[config.mk]
export PLATFORM = sky130hd
export DESIGN_NAME = mem_port_arbiter
export DESIGN_NICKNAME = d
export VERILOG_FILES = /design/src/rtl/mem_port_arbiter_pkg.sv /design/src/rtl/mem_lat_counter.sv /design/src/rtl/mem_port_arbiter.sv
export SDC_FILE = /design/constraint.sdc
export NUM_CORES = 1
export LEC_CHECK = 0
export CORE_AREA = 2 2 149 151
export DETAILED_ROUTE_END_ITERATION = 8
export DIE_AREA = 0 0 151 153
export SKIP_CTS_REPAIR_TIMING = 1
export SLEW_MARGIN = 5
export SYNTH_ARGS = -nofsm -noshare
export SYNTH_HDL_FRONTEND = slang
export SYNTH_SLANG_ARGS = --single-unit
[constraint.sdc]
create_clock -name clk -period 3.1 [get_ports clk]
set_clock_uncertainty 0.05 [all_clocks]
set_input_delay 0.62 -clock clk [delete_from_list [all_inputs] [get_ports clk]]
set_output_delay 0.62 -clock clk [all_outputs]
set_load 0.005 [all_outputs]
[src/rtl/mem_port_arbiter_pkg.sv]
// Shared encodings and defaults for the off-chip memory port arbiter.
package mem_port_arbiter_pkg;

  typedef enum logic [1:0] {
    StIdle  = 2'd0,
    StBusyI = 2'd1,
    StBusyD = 2'd2
  } arb_state_e;

  typedef enum logic {
    GntI = 1'b0,
    GntD = 1'b1
  } grant_e;

  localparam int unsigned DefaultMemLat    = 6;
  localparam int unsigned DefaultLineWords = 4;

endpackage

[src/rtl/mem_lat_counter.sv]
// Loadable down-counter timing one memory access; holds at zero until reloaded.
module mem_lat_counter #(
  parameter int unsigned WIDTH = 3
) (
  input  logic             clk,
  input  logic             reset_n,
  input  logic             load,
  input  logic [WIDTH-1:0] load_val,
  input  logic             dec,
  output logic [WIDTH-1:0] cnt,
  output logic             zero
);

  logic [WIDTH-1:0] cnt_q, cnt_d;

  always_comb begin
    cnt_d = cnt_q;
    if (load) begin
      cnt_d = load_val;
    end else if (dec && (cnt_q != '0)) begin
      cnt_d = cnt_q - WIDTH'(1);
    end
  end

  always_ff @(posedge clk or negedge reset_n) begin
    if (!reset_n) begin
      cnt_q <= '0;
    end else begin
      cnt_q <= cnt_d;
    end
  end

  assign cnt  = cnt_q;
  assign zero = (cnt_q == '0);

endmodule

[src/rtl/mem_port_arbiter.sv]
// Round-robin arbiter sharing one memory port between I-cache refill and D-cache refill/write-back.
module mem_port_arbiter
  import mem_port_arbiter_pkg::*;
#(
  parameter int unsigned ADDR_W     = 16,
  parameter int unsigned DATA_W     = 16,
  parameter int unsigned LINE_WORDS = DefaultLineWords,
  parameter int unsigned MEM_LAT    = DefaultMemLat,
  localparam int unsigned LINE_W    = DATA_W * LINE_WORDS
) (
  input  logic              clk,
  input  logic              reset_n,
  input  logic              i_req,
  input  logic [ADDR_W-1:0] i_addr,
  output logic              i_done,
  output logic [LINE_W-1:0] i_rdata,
  input  logic              d_req,
  input  logic              d_we,
  input  logic [ADDR_W-1:0] d_addr,
  input  logic [LINE_W-1:0] d_wdata,
  output logic              d_done,
  output logic [LINE_W-1:0] d_rdata,
  output logic              mem_read,
  output logic              mem_write,
  output logic [ADDR_W-1:0] mem_addr,
  output logic [LINE_W-1:0] mem_wdata,
  input  logic [LINE_W-1:0] mem_rdata,
  output logic              mem_busy
);

  localparam int unsigned CNT_W = $clog2(MEM_LAT);

  arb_state_e        state_q, state_d;
  grant_e            last_grant_q;
  logic [ADDR_W-1:0] addr_q;
  logic              we_q;
  logic [LINE_W-1:0] wdata_q;
  logic              grant;
  logic              cnt_zero;
  logic [CNT_W-1:0]  cnt;

  always_ff @(posedge clk or negedge reset_n) begin
    if (!reset_n) begin
      state_q <= StIdle;
    end else begin
      state_q <= state_d;
    end
  end

  // Requests are only looked at in IDLE; on a tie the side not served last wins.
  always_comb begin
    state_d = state_q;
    unique case (state_q)
      StIdle: begin
        if (i_req && d_req) begin
          state_d = (last_grant_q == GntI) ? StBusyD : StBusyI;
        end else if (i_req) begin
          state_d = StBusyI;
        end else if (d_req) begin
          state_d = StBusyD;
        end
      end
      StBusyI, StBusyD: begin
        if (cnt_zero) state_d = StIdle;
      end
      default: state_d = StIdle;
    endcase
  end

  assign grant = (state_q == StIdle) && (state_d != StIdle);

  always_ff @(posedge clk or negedge reset_n) begin
    if (!reset_n) begin
      last_grant_q <= GntI;
      addr_q       <= '0;
      we_q         <= 1'b0;
      wdata_q      <= '0;
    end else if (grant) begin
      if (state_d == StBusyI) begin
        last_grant_q <= GntI;
        addr_q       <= i_addr;
        we_q         <= 1'b0;
      end else begin
        last_grant_q <= GntD;
        addr_q       <= d_addr;
        we_q         <= d_we;
        wdata_q      <= d_wdata;
      end
    end
  end

  mem_lat_counter #(
    .WIDTH (CNT_W)
  ) u_lat_cnt (
    .clk      (clk),
    .reset_n  (reset_n),
    .load     (grant),
    .load_val (CNT_W'(MEM_LAT - 1)),
    .dec      (state_q != StIdle),
    .cnt      (cnt),
    .zero     (cnt_zero)
  );

  always_comb begin
    i_done    = 1'b0;
    d_done    = 1'b0;
    mem_read  = 1'b0;
    mem_write = 1'b0;
    mem_addr  = '0;
    mem_wdata = '0;
    mem_busy  = 1'b0;
    unique case (state_q)
      StBusyI: begin
        mem_busy = 1'b1;
        mem_read = 1'b1;
        mem_addr = addr_q;
        i_done   = cnt_zero;
      end
      StBusyD: begin
        mem_busy  = 1'b1;
        mem_read  = !we_q;
        mem_write = we_q;
        mem_addr  = addr_q;
        mem_wdata = wdata_q;
        d_done    = cnt_zero;
      end
      default: ;
    endcase
  end

  assign i_rdata = mem_rdata;
  assign d_rdata = mem_rdata;

endmodule

After elaboration in Yosys (flattened, before gate mapping)
Index checks and enable logic that the tools add are counted.
- register bits after elaboration: 87
- bits of input ports: 165
- add/subtract/negate cells: 1
- equal/unequal tests: 3
- mux-type cells: 18
- bitwise operators: 1
- reduce and logical (&&, ||, !) cells: 12
- operator list (cell ; count):
    $mux W64 ; 1
    $mux W16 ; 2
    $mux W2 ; 5
    $mux W1 ; 6
    $mux W3 ; 2
    $reduce_bool A2 Y1 ; 3
    $eq A2 B1 Y1 const B ; 2
    $pmux W2 S2 ; 1
    $logic_and A1 B1 Y1 ; 3
    $logic_not A3 Y1 ; 1
    $reduce_bool A3 Y1 ; 1
    $sub A3 B1 Y3 const B ; 1
    $eq A2 B2 Y1 const B ; 1
    $logic_not A2 Y1 ; 1
    $pmux W1 S2 ; 1
    $reduce_and A2 Y1 ; 1
    $reduce_or A2 Y1 ; 1
    $logic_not A1 Y1 ; 1
    $not A1 Y1 ; 1

Logic depth before layout (Yosys ltp)
Gate-level depths: netlist (run 1).
- depth after elaboration: 7
- gate-level depth with buffers: 10

By module
From an unflattened synthesis (run 1), not the netlist that was laid out.
- cells, all modules: 479
- area, all modules: 5375.2 um^2
- by module, submodules not included (module ; times used ; cells an instance ; area each (um^2) ; sequential area each (um^2)):
    mem_port_arbiter ; 1 ; 460 ; 5167.5 ; 2102.0
    mem_lat_counter ; 1 ; 19 ; 207.7 ; 75.1

Worst setup path after synthesis (run 1)
Ideal clock, no wire load.
- path kind: reg-to-output
- start: register state_q[0]
- end: output port mem_addr[10]
- data arrival time: 1367 ps
- required time: 2430 ps
- path slack: 1063 ps
- cell stages (with the launch flop): 6
- buffers on the path: 2
- cell sequence: dfrtp_1 inv_1 ha_1 clkbuf_1 clkbuf_1 and2_1
- word-level cells in the longest chain between the ends: 3
- elaborated cells between the ends (all ways): 4
- RTL lines (item ; RTL line ; text):
    from (decl) ; mem_port_arbiter.sv:33 ; arb_state_e state_q, state_d;
    from (signal assigned) ; mem_port_arbiter.sv:44 ; state_q <= StIdle;
    from (signal assigned) ; mem_port_arbiter.sv:46 ; state_q <= state_d;
    $eq A2 B1 Y1 or $eq A2 B2 Y1 (tied branches) ; mem_port_arbiter.sv:112 ; unique case (state_q)
    $reduce_or A2 Y1 (no source line) * ; n/a ;
    $mux W16 * ; mem_port_arbiter.sv:112 ;
    to (decl) ; mem_port_arbiter.sv:25 ; output logic [ADDR_W-1:0] mem_addr,
Mark *: on every way between the ends. The rest lies on a longest branch, timed or not.

Worst setup path in the final report (run 1)
- start: register state_q[0]
- end: output port mem_addr[7]
Same word-level chain as after synthesis.

==> results of run 1 <==
==> registers in the layout, indices dropped and copies added, names as in the netlist <==
name           flops
u_lat_cnt.cnt      3
addr_q            16
state_q            2
wdata_q           64
last_grant_q       1
we_q               1
==> kinds of logic after synthesis <==
family | Yosys count | share of synthesized area
mux | 64 | 0.166
xor+xnor | 1 | 0.00161
flops | 87 | 0.400
simple gates | 134 | 0.144
buf+inv | 161 | 0.225
compound gates | 44 | 0.0497
fa+ha+maj | 6 | 0.0138
==> worst paths after layout <==
| kind | endpoint | slack, ns | depth (start not counted) |
|---|---|---|---|
| min in group clk | wdata_q[46] | 0.45 | 1 |
| worst min register to register | wdata_q[46] | 0.45 | 1 |
| worst max-delay path | mem_addr[7] | 0.16 | 5 |
| worst max register to register | addr_q[15] | 0.51 | 8 |
| worst min-delay path | wdata_q[43] | 0.36 | 1 |
| max in group asynchronous | addr_q[3] | 1.93 | 2 |
==> worst max-delay path, stage by stage, from the launching register on <==
cell	delay, ns
dfrtp_1	0.44
inv_1	0.12
ha_1	0.52
buf_12	0.18
and2_1	0.13
clkdlybuf4s50_1	0.53
==> cell usage in the layout, fill, tap and decap left out, types with 2 or more instances in the layout <==
cell type	count
buf_4	9
inv_8	2
clkdlybuf4s50_1	184
o21ai_0	17
mux2_2	15
mux2_4	49
dfrtp_1	87
and2_1	83
nor2_1	20
buf_12	5
nand3_1	20
a31oi_1	16
clkbuf_16	9
inv_1	7
clkinv_4	2
nor2b_1	2
ha_1	5
nand2_1	2
==> metrics by stage <==
| stage | hold WS [ns] | util | std cells | worst slack, ns | area, sq um |
|---|---|---|---|---|---|
| 2_1_floorplan | 0.274 | - | 497 | 1.06 | 5440 |
| 3_3_place_gp | 0.432 | 0.308 | 823 | 0.340 | 6620 |
| 3_5_place_dp | 0.436 | 0.308 | 823 | 0.324 | 6620 |
| 4_1_cts | 0.397 | 0.321 | 839 | 0.0432 | 6900 |
| 5_1_grt | 0.432 | 0.322 | 839 | 0.0394 | 6910 |
| 6_report | 0.361 | 0.322 | 839 | 0.160 | 6910 |
==> power by group <==
group / leakage [nW] / internal (mW) / switching [mW]
logic: 1.67 / 2.31 / 1.54
registers: 1.01 / 1.74 / 0.294
clock network: 0.137 / 0.558 / 0.487
total: 2.82 / 4.60 / 2.33
==> routing by layer <==
metal  up-vias  wire [microns]  GRT usage  part of all wire
met1      1636            5360      0.129              0.38
met5         -               0          0                 0
met2       200            7090      0.222              0.50
met3        27            1440     0.0496              0.10
li1       1620               -          -                 -
met4         0             314     0.0387             0.022
==> area by class of cell <==
type / count / share of cell area
timing repair buffer: 198 / 0.291
clock buffer: 10 / 0.0331
inverter: 9 / 0.00561
sequential: 87 / 0.315
tap: 280 / 0.0507
multi-input combinational: 249 / 0.297
clock inverter: 6 / 0.00761
==> flow_metrics.tcl, run 1 <==
set metrics [dict create \
    cp.arrival_ns 2.27 \
    diodes 0 \
    synthArstFlopShare 1.00 \
    hp-class "input pin to async pin" \
    synth_common_cells "130 x buf_4, 87 x dfrtp_1, 83 x and2_1, 49 x mux2_4" \
    wl_per_cell_microns 16.9 \
    setup_viol 0 \
    maxCapViolations 0 \
    antenna_found_initial 0 \
    grt-ovfl-total 0 \
    path_class "register to output pin" \
    power_mw 6.93 \
    fp.dieW_microns 151 \
    rows 54 \
    seqCellArea_sq_um 2180 \
    rsz0062_at_grt "false" \
    gp_congestion 0.715 \
    vias_per_cell 4.15 \
    syn_nets 668 \
    power.leakage_nw 2.82 \
    fmax_mhz 340 \
    synth-edff-count 0 \
    grt_pass1_vias 3666 \
    grt_max_degree 70 \
    powerDensity_nw_per_um2 1000 \
    syn-cell-area_sq_um 5440 \
    setup.worst_path.start "state_q[0]" \
    cts-root-buf "clkbuf_16" \
    period_needed_ns 2.94 \
    cts_sinks 87 \
    fin_nets 725 \
    cp-start-kind "register" \
    hpwl_mm 11.0 \
    start_util 0.253 \
    drc 0 \
    ys_ff_latch 87 \
    yosysUniqueCellTypes 38 \
    irDropWorstVdd_uv 315 \
    seq_area_frac_synth 0.400 \
    first_iter_violations 64 \
    io_pins 378 \
    ant_nets 0 \
    slew_headroom 0.388 \
    insertion_delay_ns 0.34 \
    port_buffers 185 \
    crit_path_max_fanout 13 \
    route.vias.total 3483 \
    fill_cells 2226 \
    drt_pass1_iterations 4 \
    outcome "completed" \
    dieArea_sq_um 23100 \
    setup_tns_ns 0 \
    worstPathRequired_ns 2.43 \
    numCtsBuffers 9 \
    clk_path_buf_depth 2 \
    h-tree-depth 3 \
    die_h_microns 153 \
    r2r-start "state_q[0]" \
    syn_to_final_growth_pct 27.1 \
    grt_use_total 0.123 \
    synth_area_leaders "dfrtp_1 40%, buf_4 18%, mux2_4 14%" \
    synth_flop_cell "dfrtp_1" \
    hold_violations 0 \
    synth.most_common_cell "buf_4" \
    maxSlewViolCount 0 \
    path_clk_slew_ns 0.07 \
    fin_crit_sh 0.948 \
    synth_top_area_cell "dfrtp_1" \
    avgSynthCellArea_sq_um 10.9 \
    synth-warning-count 0 \
    fp.coreArea_sq_um 21500 \
    endpoint_kind "output pin" \
    multiInputGateArea_sq_um 2050 \
    synthCells 497 \
    worst_pin_slew_ns 0.918 \
    cts_tree "yes" \
    grt_pass1_wl_mm 21.5 \
    layout-drive-gt1-share 0.184 \
    synth_top_area_share 0.400 \
    drt_wl_total_mm 14.2 \
]
Power figures use the tool's default switching activity.
==> inputs of run 2 (changes only) <==
Settings changed: SLEW_MARGIN 5 to not set.
==> results of run 2 <==
Final layout, timing and power as in run 1 (identical DEF).
